**config.mk**
```make
export PLATFORM = sky130hd
export DESIGN_NAME = line_refill_fsm
export DESIGN_NICKNAME = d
export VERILOG_FILES = /design/src/rtl/line_refill_fsm.sv
export SDC_FILE = /design/constraint.sdc
export NUM_CORES = 1
export LEC_CHECK = 0
export CORE_MARGIN = 4
export CORE_UTILIZATION = 36
export DETAILED_ROUTE_END_ITERATION = 16
export PLACE_DENSITY = 0.93
export SYNTH_ARGS = -nofsm -noshare
export SYNTH_HDL_FRONTEND = slang
export SYNTH_SLANG_ARGS = --single-unit
```
**constraint.sdc**
```tcl
create_clock -name clk_i -period 2.55 [get_ports clk_i]
set_input_delay 0.51 -clock clk_i [delete_from_list [all_inputs] [get_ports clk_i]]
set_output_delay 0.51 -clock clk_i [all_outputs]
set_load 0.02 [all_outputs]
```
**src/rtl/line_refill_fsm.sv**
```systemverilog
// Miss-handling engine for a single cache line: optional word-by-word write-back
// of the dirty victim, word-by-word refill from memory, then a tag commit.
module line_refill_fsm #(
  parameter int unsigned TAG_WIDTH    = 24,
  parameter int unsigned SET_WIDTH    = 4,
  parameter int unsigned OFFSET_WIDTH = 4
) (
  input  logic                    clk_i,
  input  logic                    rst_i,
  // Miss request from the cache controller
  input  logic                    req_i,
  input  logic                    req_wb_i,
  input  logic [TAG_WIDTH-1:0]    req_tag_i,
  input  logic [TAG_WIDTH-1:0]    victim_tag_i,
  input  logic [SET_WIDTH-1:0]    index_i,
  output logic                    busy_o,
  output logic                    done_o,
  // Line storage controls
  output logic                    line_write_en_o,
  output logic                    line_update_en_o,
  output logic                    line_set_valid_o,
  output logic                    line_set_dirty_o,
  output logic [TAG_WIDTH-1:0]    line_set_tag_o,
  output logic [OFFSET_WIDTH-3:0] line_offset_o,
  output logic [31:0]             line_write_data_o,
  input  logic [31:0]             line_read_data_i,
  // Memory bus
  output logic [31:0]             mem_addr_o,
  output logic                    mem_ren_o,
  output logic                    mem_wen_o,
  output logic [31:0]             mem_wdata_o,
  input  logic [31:0]             mem_rdata_i,
  input  logic                    mem_ready_i
);

  // Address assembly below assumes TAG_WIDTH + SET_WIDTH + OFFSET_WIDTH == 32
  // and OFFSET_WIDTH >= 3 (at least two words per line).
  localparam int unsigned CntW = OFFSET_WIDTH - 2;

  typedef enum logic [1:0] {
    StIdle,
    StWb,
    StRefill,
    StCommit
  } state_e;

  state_e               r_state;
  logic [CntW-1:0]      r_cnt;
  logic [TAG_WIDTH-1:0] r_req_tag;
  logic [TAG_WIDTH-1:0] r_victim_tag;
  logic [SET_WIDTH-1:0] r_index;

  logic                 w_last_word;

  assign w_last_word = (r_cnt == {CntW{1'b1}});

  // Sequencing: accept in idle, step the word counter on each memory handshake.
  always_ff @(posedge clk_i or posedge rst_i) begin
    if (rst_i) begin
      r_state      <= StIdle;
      r_cnt        <= '0;
      r_req_tag    <= '0;
      r_victim_tag <= '0;
      r_index      <= '0;
    end else begin
      unique case (r_state)
        StIdle: begin
          if (req_i) begin
            r_req_tag    <= req_tag_i;
            r_victim_tag <= victim_tag_i;
            r_index      <= index_i;
            r_cnt        <= '0;
            r_state      <= req_wb_i ? StWb : StRefill;
          end
        end
        StWb: begin
          if (mem_ready_i) begin
            r_cnt <= r_cnt + {{(CntW-1){1'b0}}, 1'b1};
            if (w_last_word) r_state <= StRefill;
          end
        end
        StRefill: begin
          if (mem_ready_i) begin
            r_cnt <= r_cnt + {{(CntW-1){1'b0}}, 1'b1};
            if (w_last_word) r_state <= StCommit;
          end
        end
        StCommit: begin
          r_state <= StIdle;
        end
        default: begin
          r_state <= StIdle;
        end
      endcase
    end
  end

  // Output decode from the state register; idle (and therefore reset) drives all zeros.
  always_comb begin
    busy_o            = 1'b0;
    done_o            = 1'b0;
    line_write_en_o   = 1'b0;
    line_update_en_o  = 1'b0;
    line_set_valid_o  = 1'b0;
    line_set_dirty_o  = 1'b0;
    line_set_tag_o    = '0;
    line_offset_o     = '0;
    line_write_data_o = '0;
    mem_addr_o        = '0;
    mem_ren_o         = 1'b0;
    mem_wen_o         = 1'b0;
    mem_wdata_o       = '0;
    unique case (r_state)
      StIdle: begin
      end
      StWb: begin
        busy_o         = 1'b1;
        // Presenting the victim tag makes the line hit, so its read data is ungated.
        line_set_tag_o = r_victim_tag;
        line_offset_o  = r_cnt;
        mem_wen_o      = 1'b1;
        mem_wdata_o    = line_read_data_i;
        mem_addr_o     = {r_victim_tag, r_index, r_cnt, 2'b00};
      end
      StRefill: begin
        busy_o            = 1'b1;
        line_set_tag_o    = r_req_tag;
        line_offset_o     = r_cnt;
        line_write_data_o = mem_rdata_i;
        // Line captures the word on the same edge the memory completes it.
        line_write_en_o   = mem_ready_i;
        mem_ren_o         = 1'b1;
        mem_addr_o        = {r_req_tag, r_index, r_cnt, 2'b00};
      end
      StCommit: begin
        busy_o           = 1'b1;
        done_o           = 1'b1;
        line_update_en_o = 1'b1;
        line_set_valid_o = 1'b1;
        line_set_dirty_o = 1'b0;
        line_set_tag_o   = r_req_tag;
      end
      default: begin
      end
    endcase
  end

endmodule

```
==> Flow_metrics.wiki <==
{| class="wikitable"
! Metric !! Value
|-
| Run status || finished clean
|-
| Clock Path Buffers || 2
|-
| CP required || 2.04 ns
|-
| Wire per inst || 17.6 um
|-
| Final non-filler cell total || 744
|-
| Max-slew violation total from the final report || 0
|-
| Reg-to-reg critical path startpoint || r_state[1]$_DFFE_PP0P_
|-
| Post-synth design cell area || 3580 um2
|-
| Die height || 108 um
|-
| Clock network power share || 6.0%
|-
| FILL cells || 802
|-
| Number of top-level pins || 251
|-
| Most frequently used cell type in the post-synthesis netlist || sky130_fd_sc_hd__nand2_1
|-
| Layout Nets || 739
|-
| Clock edge transition at the registers on the reported setup and hold paths || 0.09 ns
|-
| Mapped Cells || 366
|-
| Dominant cells by area after synthesis || sky130_fd_sc_hd__dfrtp_1 (39%), sky130_fd_sc_hd__mux2_4 (21%), sky130_fd_sc_hd__and2_1 (12%)
|-
| First drt pass iteration count || 5
|-
| Overall routing resource usage || 21.1%
|-
| Detailed-route via count || 3,560
|-
| Fraction of final layout cells sized beyond drive strength 1 || 14.1%
|-
| Power Density || 1210 nW/um2
|-
| Sequential area share after synthesis || 39.2%
|-
| Skew final || 0.00371 ns
|-
| Prevailing post-synth register cell || sky130_fd_sc_hd__dfrtp_1
|-
| Die Outline Area || 11,600 um2
|-
| Worst reg-to-reg setup slack || 0.85 ns
|-
| Wire length of the first global-routing pass || 19.3 mm
|-
| Initial Utilization || 36.8%
|-
| Async set or reset register ratio after synthesis || 100%
|-
| Sinks on Clock Net || 56
|-
| Tmin final || 2.47 ns
|-
| Ant diodes || 0
|-
| Hold Vio Cnt, Final || 0
|-
| Number of synthesized flops with an enable pin || 0
|-
| Power spent charging and discharging nets || 0.00350 W
|-
| Peak clock frequency supported by timing || 0.404 GHz
|-
| End of the worst register-to-register path || r_state[1]$_DFFE_PP0P_
|-
| Type of destination of the critical path || output port
|-
| Core Region || 9730 um2
|-
| Setup repair after global routing missed its margin || no
|-
| Setup crit start kind || flip-flop
|-
| Standard-cell rows || 36
|-
| Last weighted congestion value of the routability-driven placer || 0.857
|-
| Sequential Area || 1400 um2
|-
| Total half-perimeter wirelength after legalization and detailed placement || 10.6 mm
|-
| Synth top cells by count || sky130_fd_sc_hd__nand2_1 (72), sky130_fd_sc_hd__and2_1 (70), sky130_fd_sc_hd__dfrtp_1 (56), sky130_fd_sc_hd__mux2_4 (51), sky130_fd_sc_hd__a21oi_1 (50)
|-
| Cell taking the most area after synthesis || sky130_fd_sc_hd__dfrtp_1
|-
| Category of the critical setup timing path || reg -> out
|-
| CP max stage delay || 0.43 ns
|-
| Max_cap viols || 0
|-
| Cell chosen for the clock root || sky130_fd_sc_hd__clkbuf_8
|-
| Relative contribution of combinational cells to total power || 71.6%
|-
| Summed negative setup slack over all endpoints || 0 ns
|-
| Number of buffer cells added on primary ports || 247
|-
| Number of synthesized register bits || 56
|-
| Overall overflow remaining after global route || 0
|-
| Int Power || 0.00405 W
|-
| Crit-path slowest cell || sky130_fd_sc_hd__dfrtp_1
|-
| Peak supply drop || 0.000681 V
|-
| Sw Ratio || 46.3%
|-
| Number of logic stages on the critical path including buffering || 6
|-
| Routed WL || 13.1 mm
|-
| CTS Buf Count || 5
|-
| Synthesis Warnings || 0
|-
| Pin count of the biggest net entering global routing || 53
|-
| Count of distinct cell types in the synthesized netlist || 28
|-
| Dpl cells || 737
|-
| Path category of the worst min-delay check || in -> async
|-
| Violation count after the first detailed-route iteration || 239
|-
| Number of DRC violations after detailed routing || 0
|-
| Series of cell instances along the critical path || inv_1 -> ha_1 -> buf_4 -> nand2_1 -> a21oi_1 -> dlygate4sd2_1
|-
| Worst r2r path cells || 6
|-
| Skew-Pair Late Insertion Delay || 0.29 ns
|-
| Portion of the clock cycle consumed by the worst path in the final layout || 97.0%
|-
| Floorplan die width || 108 um
|-
| Antenna-violating nets left || 0
|-
| Crit path buffers/inverters || 3
|-
| Data arrival time of the worst path || 1.96 ns
|-
| Area added between synthesis and finish || 74.4%
|-
| Area occupied by multi-input gates || 2000 um2
|-
| Leakage power figure || 3.42 nW
|-
| Seq pwr share || 22.4%
|-
| Top cell family by delay on the critical path || buffers and inverters
|-
| Via count of the first global-routing pass || 3,829
|-
| Initial antenna violation count || 0
|-
| Routed via count divided by cell count || 4.78
|-
| Mean Syn Cell Area || 9.77 um2
|-
| Fraction of synthesized cell area taken by the top area cell type || 39.2%
|-
| Setup violation total in the final timing report || 0
|-
| H-tree depth || 2
|-
| CTS tree || built
|-
| Critical path fanouts, max || 16
|}
[registers in the layout, summed over array words and instances, names as in the netlist]
register	count
r_cnt	2
r_index	4
r_req_tag	24
r_state	2
r_victim_tag	24
[kinds of logic (layout without fill, tap and decap cells)]
kind of cell             after synthesis  in the layout  share of synthesized area, %
AND/OR/NAND/NOR                      155            155                          21.8
AO/OA/AOI/OAI                         57             57                          8.32
flip-flops                            56             56                          39.2
multiplexers                          55             55                          22.6
buffers and inverters                 35            278                          5.60
adder cells (fa/ha/maj)                7              7                          2.45
other                                  1              3                         0.105
[worst reg2reg max path, cell delays in order, from the launching register on]
cell and delay, ns:
sky130_fd_sc_hd__dfrtp_1 0.43, sky130_fd_sc_hd__inv_1 0.13, sky130_fd_sc_hd__ha_1 0.22, sky130_fd_sc_hd__buf_6 0.21
sky130_fd_sc_hd__a2bb2oi_1 0.23, sky130_fd_sc_hd__nor2_2 0.08, sky130_fd_sc_hd__mux2_4 0.30
[cells in the final DEF, fill, tap and decap left out, types with 4 or more instances in the layout]
cell / Yosys / layout
sky130_fd_sc_hd__nand2_1: 72 / 72
sky130_fd_sc_hd__clkbuf_8: 0 / 5
sky130_fd_sc_hd__nor2_1: 5 / 4
sky130_fd_sc_hd__dlymetal6s2s_1: 0 / 19
sky130_fd_sc_hd__buf_4: 5 / 17
sky130_fd_sc_hd__inv_1: 5 / 4
sky130_fd_sc_hd__clkdlybuf4s50_1: 0 / 126
sky130_fd_sc_hd__mux2_4: 51 / 51
sky130_fd_sc_hd__dfrtp_1: 56 / 56
sky130_fd_sc_hd__and2_1: 70 / 70
sky130_fd_sc_hd__a21oi_1: 50 / 50
sky130_fd_sc_hd__clkdlybuf4s15_1: 0 / 5
sky130_fd_sc_hd__dlygate4sd2_1: 0 / 93
sky130_fd_sc_hd__ha_1: 7 / 5
[how the worst max path moves through the flow]
stage                                 startpoint               end  slack (ns)
after global placement    r_state[1]$_DFFE_PP0P_    mem_addr_o[30]        0.16
after detailed placement  r_state[1]$_DFFE_PP0P_     mem_addr_o[7]        0.09
after CTS                 r_state[1]$_DFFE_PP0P_  line_offset_o[0]       -0.02
final                     r_state[1]$_DFFE_PP0P_     mem_addr_o[9]        0.08
after floorplan           r_state[1]$_DFFE_PP0P_     mem_addr_o[2]        0.20
after global routing      r_state[1]$_DFFE_PP0P_    mem_addr_o[10]       0.001
[routing by layer]
layer | GRT usage [%] | share of wire [%]
met2 | 39.2 | 53
met1 | 23.2 | 36
met3 | 4.62 | 7.9
met5 | 0 | 0
met4 | 8.03 | 3.0
[power groups by stage]
stage	clock, W	combinational, W	sequential (W)
2_1_floorplan	0	0.00345	0.00159
3_3_place_gp	0	0.00580	0.00167
3_5_place_dp	0	0.00593	0.00168
4_1_cts	0.000465	0.00546	0.00169
5_1_grt	0.000498	0.00579	0.00175
6_report	0.000453	0.00540	0.00169
[timing repair]
item / 4_1_cts / 5_1_grt
endpoints found under the setup margin: 99 / 25
resized for setup: 101 / 25
hold buffers: 0 / 0
setup buffers: 0 / 0
pin swaps: 0 / 0
[cell type report]
| class | count | area share, % |
|---|---|---|
| Multi-Input combinational cell | 277 | 32.0 |
| Clock buffer | 6 | 1.16 |
| Timing Repair Buffer | 265 | 41.3 |
| Tap cell | 133 | 2.67 |
| Clock inverter | 1 | 0.0802 |
| Inverter | 6 | 0.361 |
| Sequential cell | 56 | 22.5 |
[stage by stage]
step	util, %	setup WS (ns)	power [W]	hold WS (ns)	instance area [um2]
6_report	64.1	0.0758	0.00755	0.511	6240
3_3_place_gp	63.9	0.165	0.00747	0.494	6220
3_5_place_dp	63.9	0.0880	0.00762	0.492	6220
4_1_cts	63.5	-0.0176	0.00761	0.516	6180
2_1_floorplan	-	0.196	0.00504	0.473	3580
5_1_grt	64.1	0.00125	0.00804	0.539	6240
No activity file was read; power rests on OpenSTA's default activity.
